**src/rtl/blink_pattern_gen.sv**
```systemverilog
// LED pattern generator: OFF / BLINK / CHASE / BOUNCE with prescaled step rate and valid/ready config.
// Optional LED_PWM_EN adds cfg_bright and a free-running PWM gate on the LED outputs.
//
// state | meaning
// RUN   | patterns advance on step ticks, config can be accepted
// APPLY | one cycle: restart timers and load the initial pattern of the new mode

module blink_pattern_gen #(
  parameter int         CLK_FREQ   = 25_000_000,
  parameter int         TICK_HZ    = 2,
  parameter int         NUM_LEDS   = 8,
  parameter logic [1:0] RESET_MODE = 2'd1,
  parameter int         PWM_BITS   = 4
) (
  input  logic                clk,
  input  logic                rst,
  input  logic                cfg_valid,
  output logic                cfg_ready,
  input  logic [1:0]          cfg_mode,
  input  logic [3:0]          cfg_speed,
`ifdef LED_PWM_EN
  input  logic [PWM_BITS-1:0] cfg_bright,
`endif
  output logic                tick_o,
  output logic [NUM_LEDS-1:0] leds
);

  localparam int TICK_DIV = CLK_FREQ / TICK_HZ;
  localparam int PRE_W    = (TICK_DIV > 2) ? $clog2(TICK_DIV) : 1;
  localparam logic [PRE_W-1:0]    TICK_LAST  = PRE_W'(TICK_DIV - 1);
  localparam logic [NUM_LEDS-1:0] ONE_HOT0   = NUM_LEDS'(1);
  localparam logic [NUM_LEDS-1:0] BLINK_MASK = ONE_HOT0 | (ONE_HOT0 << (NUM_LEDS - 1));

  typedef enum logic {RUN = 1'b0, APPLY = 1'b1} state_t;
  typedef enum logic [1:0] {M_OFF = 2'd0, M_BLINK = 2'd1, M_CHASE = 2'd2, M_BOUNCE = 2'd3} mode_t;

  state_t              state;
  logic [1:0]          mode;
  logic [3:0]          speed;
  logic [3:0]          step_cnt;
  logic [PRE_W-1:0]    prescaler;
  logic                dir;
  logic [NUM_LEDS-1:0] pattern;
  logic [NUM_LEDS-1:0] next_pattern;
  logic [NUM_LEDS-1:0] init_pattern;
  logic                next_dir;
  logic                tick;

`ifdef LED_PWM_EN
  logic [PWM_BITS-1:0] bright;
  logic [PWM_BITS-1:0] pwm_cnt;
`endif

  assign cfg_ready = (state == RUN);
  assign tick      = (state == RUN) && (prescaler == TICK_LAST);
  assign tick_o    = tick;

  // dir: 0 = toward MSB, 1 = toward bit0
  always_comb begin
    next_pattern = pattern;
    next_dir     = dir;
    init_pattern = '0;
    unique case (mode_t'(mode))
      M_OFF: begin
        next_pattern = '0;
      end
      M_BLINK: begin
        next_pattern = pattern ^ BLINK_MASK;
      end
      M_CHASE: begin
        next_pattern = (pattern << 1) | (pattern >> (NUM_LEDS - 1));
        init_pattern = ONE_HOT0;
      end
      M_BOUNCE: begin
        init_pattern = ONE_HOT0;
        if (NUM_LEDS > 1) begin
          if (!dir) begin
            next_pattern = pattern << 1;
            if (next_pattern[NUM_LEDS-1]) next_dir = 1'b1;
          end else begin
            next_pattern = pattern >> 1;
            if (next_pattern[0]) next_dir = 1'b0;
          end
        end
      end
    endcase
  end

  always_ff @(posedge clk) begin
    if (rst) begin
      state     <= RUN;
      mode      <= RESET_MODE;
      speed     <= '0;
      step_cnt  <= '0;
      prescaler <= '0;
      dir       <= 1'b0;
      pattern   <= '0;
`ifdef LED_PWM_EN
      bright    <= '1;
`endif
    end else begin
      unique case (state)
        RUN: begin
          prescaler <= tick ? '0 : prescaler + PRE_W'(1);
          if (cfg_valid) begin
            // a step due on the accept cycle is dropped; APPLY restarts everything
            mode  <= cfg_mode;
            speed <= cfg_speed;
`ifdef LED_PWM_EN
            bright <= cfg_bright;
`endif
            state <= APPLY;
          end else if (tick) begin
            if (step_cnt == speed) begin
              step_cnt <= '0;
              pattern  <= next_pattern;
              dir      <= next_dir;
            end else begin
              step_cnt <= step_cnt + 4'd1;
            end
          end
        end
        APPLY: begin
          prescaler <= '0;
          step_cnt  <= '0;
          dir       <= 1'b0;
          pattern   <= init_pattern;
          state     <= RUN;
        end
      endcase
    end
  end

`ifdef LED_PWM_EN
  always_ff @(posedge clk) begin
    if (rst) begin
      pwm_cnt <= '0;
      leds    <= '0;
    end else begin
      pwm_cnt <= pwm_cnt + PWM_BITS'(1);
      leds    <= pattern & {NUM_LEDS{pwm_cnt <= bright}};
    end
  end
`else
  assign leds = pattern;
`endif

endmodule
```
**config.mk**
```make
export PLATFORM = sky130hd
export DESIGN_NAME = blink_pattern_gen
export DESIGN_NICKNAME = d
export VERILOG_FILES = /design/src/rtl/blink_pattern_gen.sv
export SDC_FILE = /design/constraint.sdc
export NUM_CORES = 1
export LEC_CHECK = 0
export ABC_AREA = 1
export ABC_CLOCK_PERIOD_IN_PS = 2300
export CAP_MARGIN = 20
export CORE_MARGIN = 5
export CORE_UTILIZATION = 55
export DETAILED_ROUTE_END_ITERATION = 16
export GPL_TIMING_DRIVEN = 1
export PLACE_DENSITY = 0.74
export SLEW_MARGIN = 20
export SYNTH_ARGS = -nofsm -noshare
export SYNTH_HDL_FRONTEND = slang
export SYNTH_SLANG_ARGS = --single-unit
```
**constraint.sdc**
```tcl
create_clock -name clk -period 2.3 [get_ports clk]
set_input_delay 0.46 -clock clk [delete_from_list [all_inputs] [get_ports clk]]
set_output_delay 0.46 -clock clk [all_outputs]
set_load 0.02 [all_outputs]
```
==> key figures <==
Detailed routing
  • DR vias: between 2,000 and 2,500
  • Max layer used: met4
  • Residual DRC: 0
  • Drt wl/cell: about 11 um
  • Routed wl met2: around 2.1 mm
  • WL met3: between 150 and 200 um
  • Met1 WL: 2.27 mm
  • Total Routed Length: about 4.6 mm
  • DRT iter0 DRCs: roughly 180
  • Post-DRT Antenna Nets: 0
  • Vias per cell: approximately 5.1
  • TritonRoute pass-1 iters: 4

Logic synthesis
  • Warnings from Yosys: 0
  • FF+latch count, synth: 44
  • Sequential share of the synthesized area: about 38%
  • Post-synthesis cell count: around 340
  • Synthesized net count: between 300 and 400
  • Synthesized area per cell: ~6.9 um2
  • Yosys cell types: 40
  • Post-Syn Area: about 2300 um2

Floorplan
  • Chip height: approximately 75 um
  • Initial core utilization: 57.5%
  • Die area: roughly 5600 um2
  • Die W: about 75 um
  • Std-Cell Rows: 23
  • Core area: between 4000 and 5000 um2
  • Top Ports: 19

Placed design
  • Final GP Congestion: ~0.82
  • Placed insts: 404
  • Post-DP HPWL: roughly 3.4 mm
  • PortBufs: 18
  • Post-Place Cell Area: 2580 um2

Final layout
  • Most frequent cells in the layout: 77 x nand2_1, 69 x nor2_1, 44 x dfxtp_1, 34 x inv_1, 18 x nand3_1
  • Filler instances: around 380
  • Post-route cell area: roughly 2700 um2
  • Most common cell after layout, fill and taps aside: nand2_1
  • Fin cells: slightly above 400
  • Final nets: 372
  • Ant. Diodes: 0
  • Share of layout cells above drive strength 1: approximately 11%
  • Syn-to-layout area delta: 14.2%

Clock network
  • Clock Path Buffers: 2
  • Root buf cell: clkbuf_8
  • Cts bufs inserted: 5
  • CTS Hold Bufs: 0
  • Clk pin slew, worst setup/hold paths: about 0.08 ns
  • H-Tree Level Count: 2
  • TritonCTS clock tree: yes
  • Num Clock Sinks: 44
  • Post-CTS Setup Inserts: 0
  • Clock latency on the worst-skew pair: around 0.3 ns

STA
  • Setup violations, final: 0
  • Worst-Margin Slew: approximately 0.43 ns
  • RSZ-0062 raised after global routing: no
  • Final Critical Period: ~2 ns
  • Min Hold Slack: approximately 0.46 ns
  • Final hold violation count: 0
  • Setup TNS: 0 ns
  • Final Max Slew Viols: 0
  • Setup Skew: about 0.0085 ns
  • Relative slew slack: 71.0%
  • Fmax: 0.495 GHz
  • Fin crit share: 87.8%

Worst setup path
  • CP Max Fanout: 4
  • Critical path data arrival time: roughly 1.6 ns
  • Crit Reg-Reg Startpoint: prescaler[1]
  • Req. time, crit path: about 1.8 ns
  • Critical setup path kind: reg2out
  • Flop2flop setup slack: slightly below 0.7 ns
  • Startpoint types: flip-flop
  • Worst reg2reg endpoint: leds[4]
  • Critical Path Source: prescaler[1]
  • R2r worst-path depth: 8
  • CP Capture Type: output pin
  • Critical path endpoint: tick_o

Global routing
  • Pin count of the biggest net entering global routing: 17
  • Vias in the first global route: 1,850
  • Wire length of the first global-routing pass: between 8 and 9 mm
  • GRT overflow: 0
  • Initial antenna violation count: 0
  • GRT Overall Usage: 18.1%

Status
  • Status: finished, final reports clean

Power and ir drop
  • Power Density: between 500 and 600 nW/um2
  • P_leak: ~0.0011 uW
  • Peak VDD IR: 0.000413 V

Flow run
  • Max-cap violations: 0

Hold path
  • Hold crit path type: reg2reg
-- how the worst min path moves through the flow --
stage                            start            to  slack, ns  depth (start not counted)
final                         speed[0]      speed[0]       0.46                          2
after detailed placement      speed[0]      speed[0]       0.46                          2
after floorplan           prescaler[0]  prescaler[0]       0.43                          1
after global placement        speed[1]      speed[1]       0.46                          2
after CTS                     speed[0]      speed[0]       0.47                          2
after global routing          speed[0]      speed[0]       0.50                          2
-- per-stage QoR --
step / util [%] / total power (uW) / worst slack [ns]
2_1_floorplan: - / 949 / 0.607
3_3_place_gp: 63.6 / 1000 / 0.164
3_5_place_dp: 63.6 / 1000 / 0.144
4_1_cts: 65.7 / 1500 / 0.0826
5_1_grt: 65.6 / 1570 / 0.132
6_report: 65.6 / 1490 / 0.281
-- sequential cells by signal (all words and copies together) (netlist names) --
signal / flops
dir: 1
leds: 8
mode: 2
prescaler: 24
speed: 4
state: 1
step_cnt: 4
-- timing repair --
item	4_1_cts	5_1_grt
endpoints found under the setup margin	1	1
endpoints found under the hold margin	0	0
resized for setup	1	2
-- final cells by class --
cell class / count / area [um2] / area share [%]
multi-input cells: 244 / 1250 / 47.0
flip-flops and latches: 44 / 881 / 33.1
repair buffers: 24 / 220 / 8.27
inverters: 42 / 158 / 5.92
clock buffers: 8 / 90.1 / 3.38
well taps: 50 / 62.6 / 2.35
-- cells in the mapped netlist --
library cell / count / share of area, %
a211oi_1: 1 / 0.32
a21oi_1: 7 / 1.5
a21oi_2: 3 / 1.1
a31oi_1: 1 / 0.27
buf_1: 1 / 0.16
buf_2: 1 / 0.21
buf_4: 1 / 0.32
buf_6: 2 / 0.97
clkbuf_1: 1 / 0.16
clkinv_1: 3 / 0.48
dfxtp_1: 44 / 38
ha_1: 2 / 1.1
inv_1: 34 / 5.5
inv_2: 5 / 0.80
nand2_1: 77 / 12
nand2_2: 5 / 1.3
nand2_4: 1 / 0.48
nand3_1: 18 / 3.9
nand3_2: 1 / 0.43
nand3_4: 2 / 1.5
nand4_1: 2 / 0.54
nand4_2: 1 / 0.54
nor2_1: 69 / 11
nor2_2: 2 / 0.54
nor2_4: 1 / 0.48
nor2_8: 1 / 0.86
nor3_1: 5 / 1.1
nor3_2: 1 / 0.43
nor3_4: 1 / 0.70
o211ai_1: 2 / 0.64
o21a_1: 1 / 0.32
o21ai_0: 10 / 2.1
o21ai_1: 4 / 0.86
o21ai_2: 1 / 0.38
o21bai_1: 3 / 0.97
o21bai_4: 1 / 0.80
o22ai_1: 7 / 1.9
or2_0: 1 / 0.27
xnor2_1: 5 / 1.9
xor2_1: 8 / 3.0
-- report_power, final --
group	switching [uW]	leakage [uW]	internal [uW]
Sequential	20.5	0.000357	784
Clock	253	0.0000455	245
Combinational	110	0.000691	72.6
Total	384	0.00109	1100
-- metal layers --
layer,global-route usage (%),up-vias
met4,6.99,0
met2,28.3,32
li1,-,1112
met5,0,-
met1,24.7,930
met3,3.60,7
-- critical path, cell delays in order, from the launching register on --
cell and delay, ns:
dfxtp_1 0.35, ha_1 0.24, nand3_4 0.13, nor2_4 0.14, nand3_4 0.11, nor2_1 0.12, clkbuf_2 0.18
-- cells by family (layout without fill, tap and decap cells) --
kind of cell,after synthesis,in the layout,synth area share (%)
AO/OA/AOI/OAI,41,41,11.2
XOR/XNOR,13,13,4.88
adder cells (fa/ha/maj),2,2,1.07
buffers and inverters,48,74,8.58
flip-flops,44,44,37.7
AND/OR/NAND/NOR,188,188,36.5
Power figures use the tool's default switching activity.
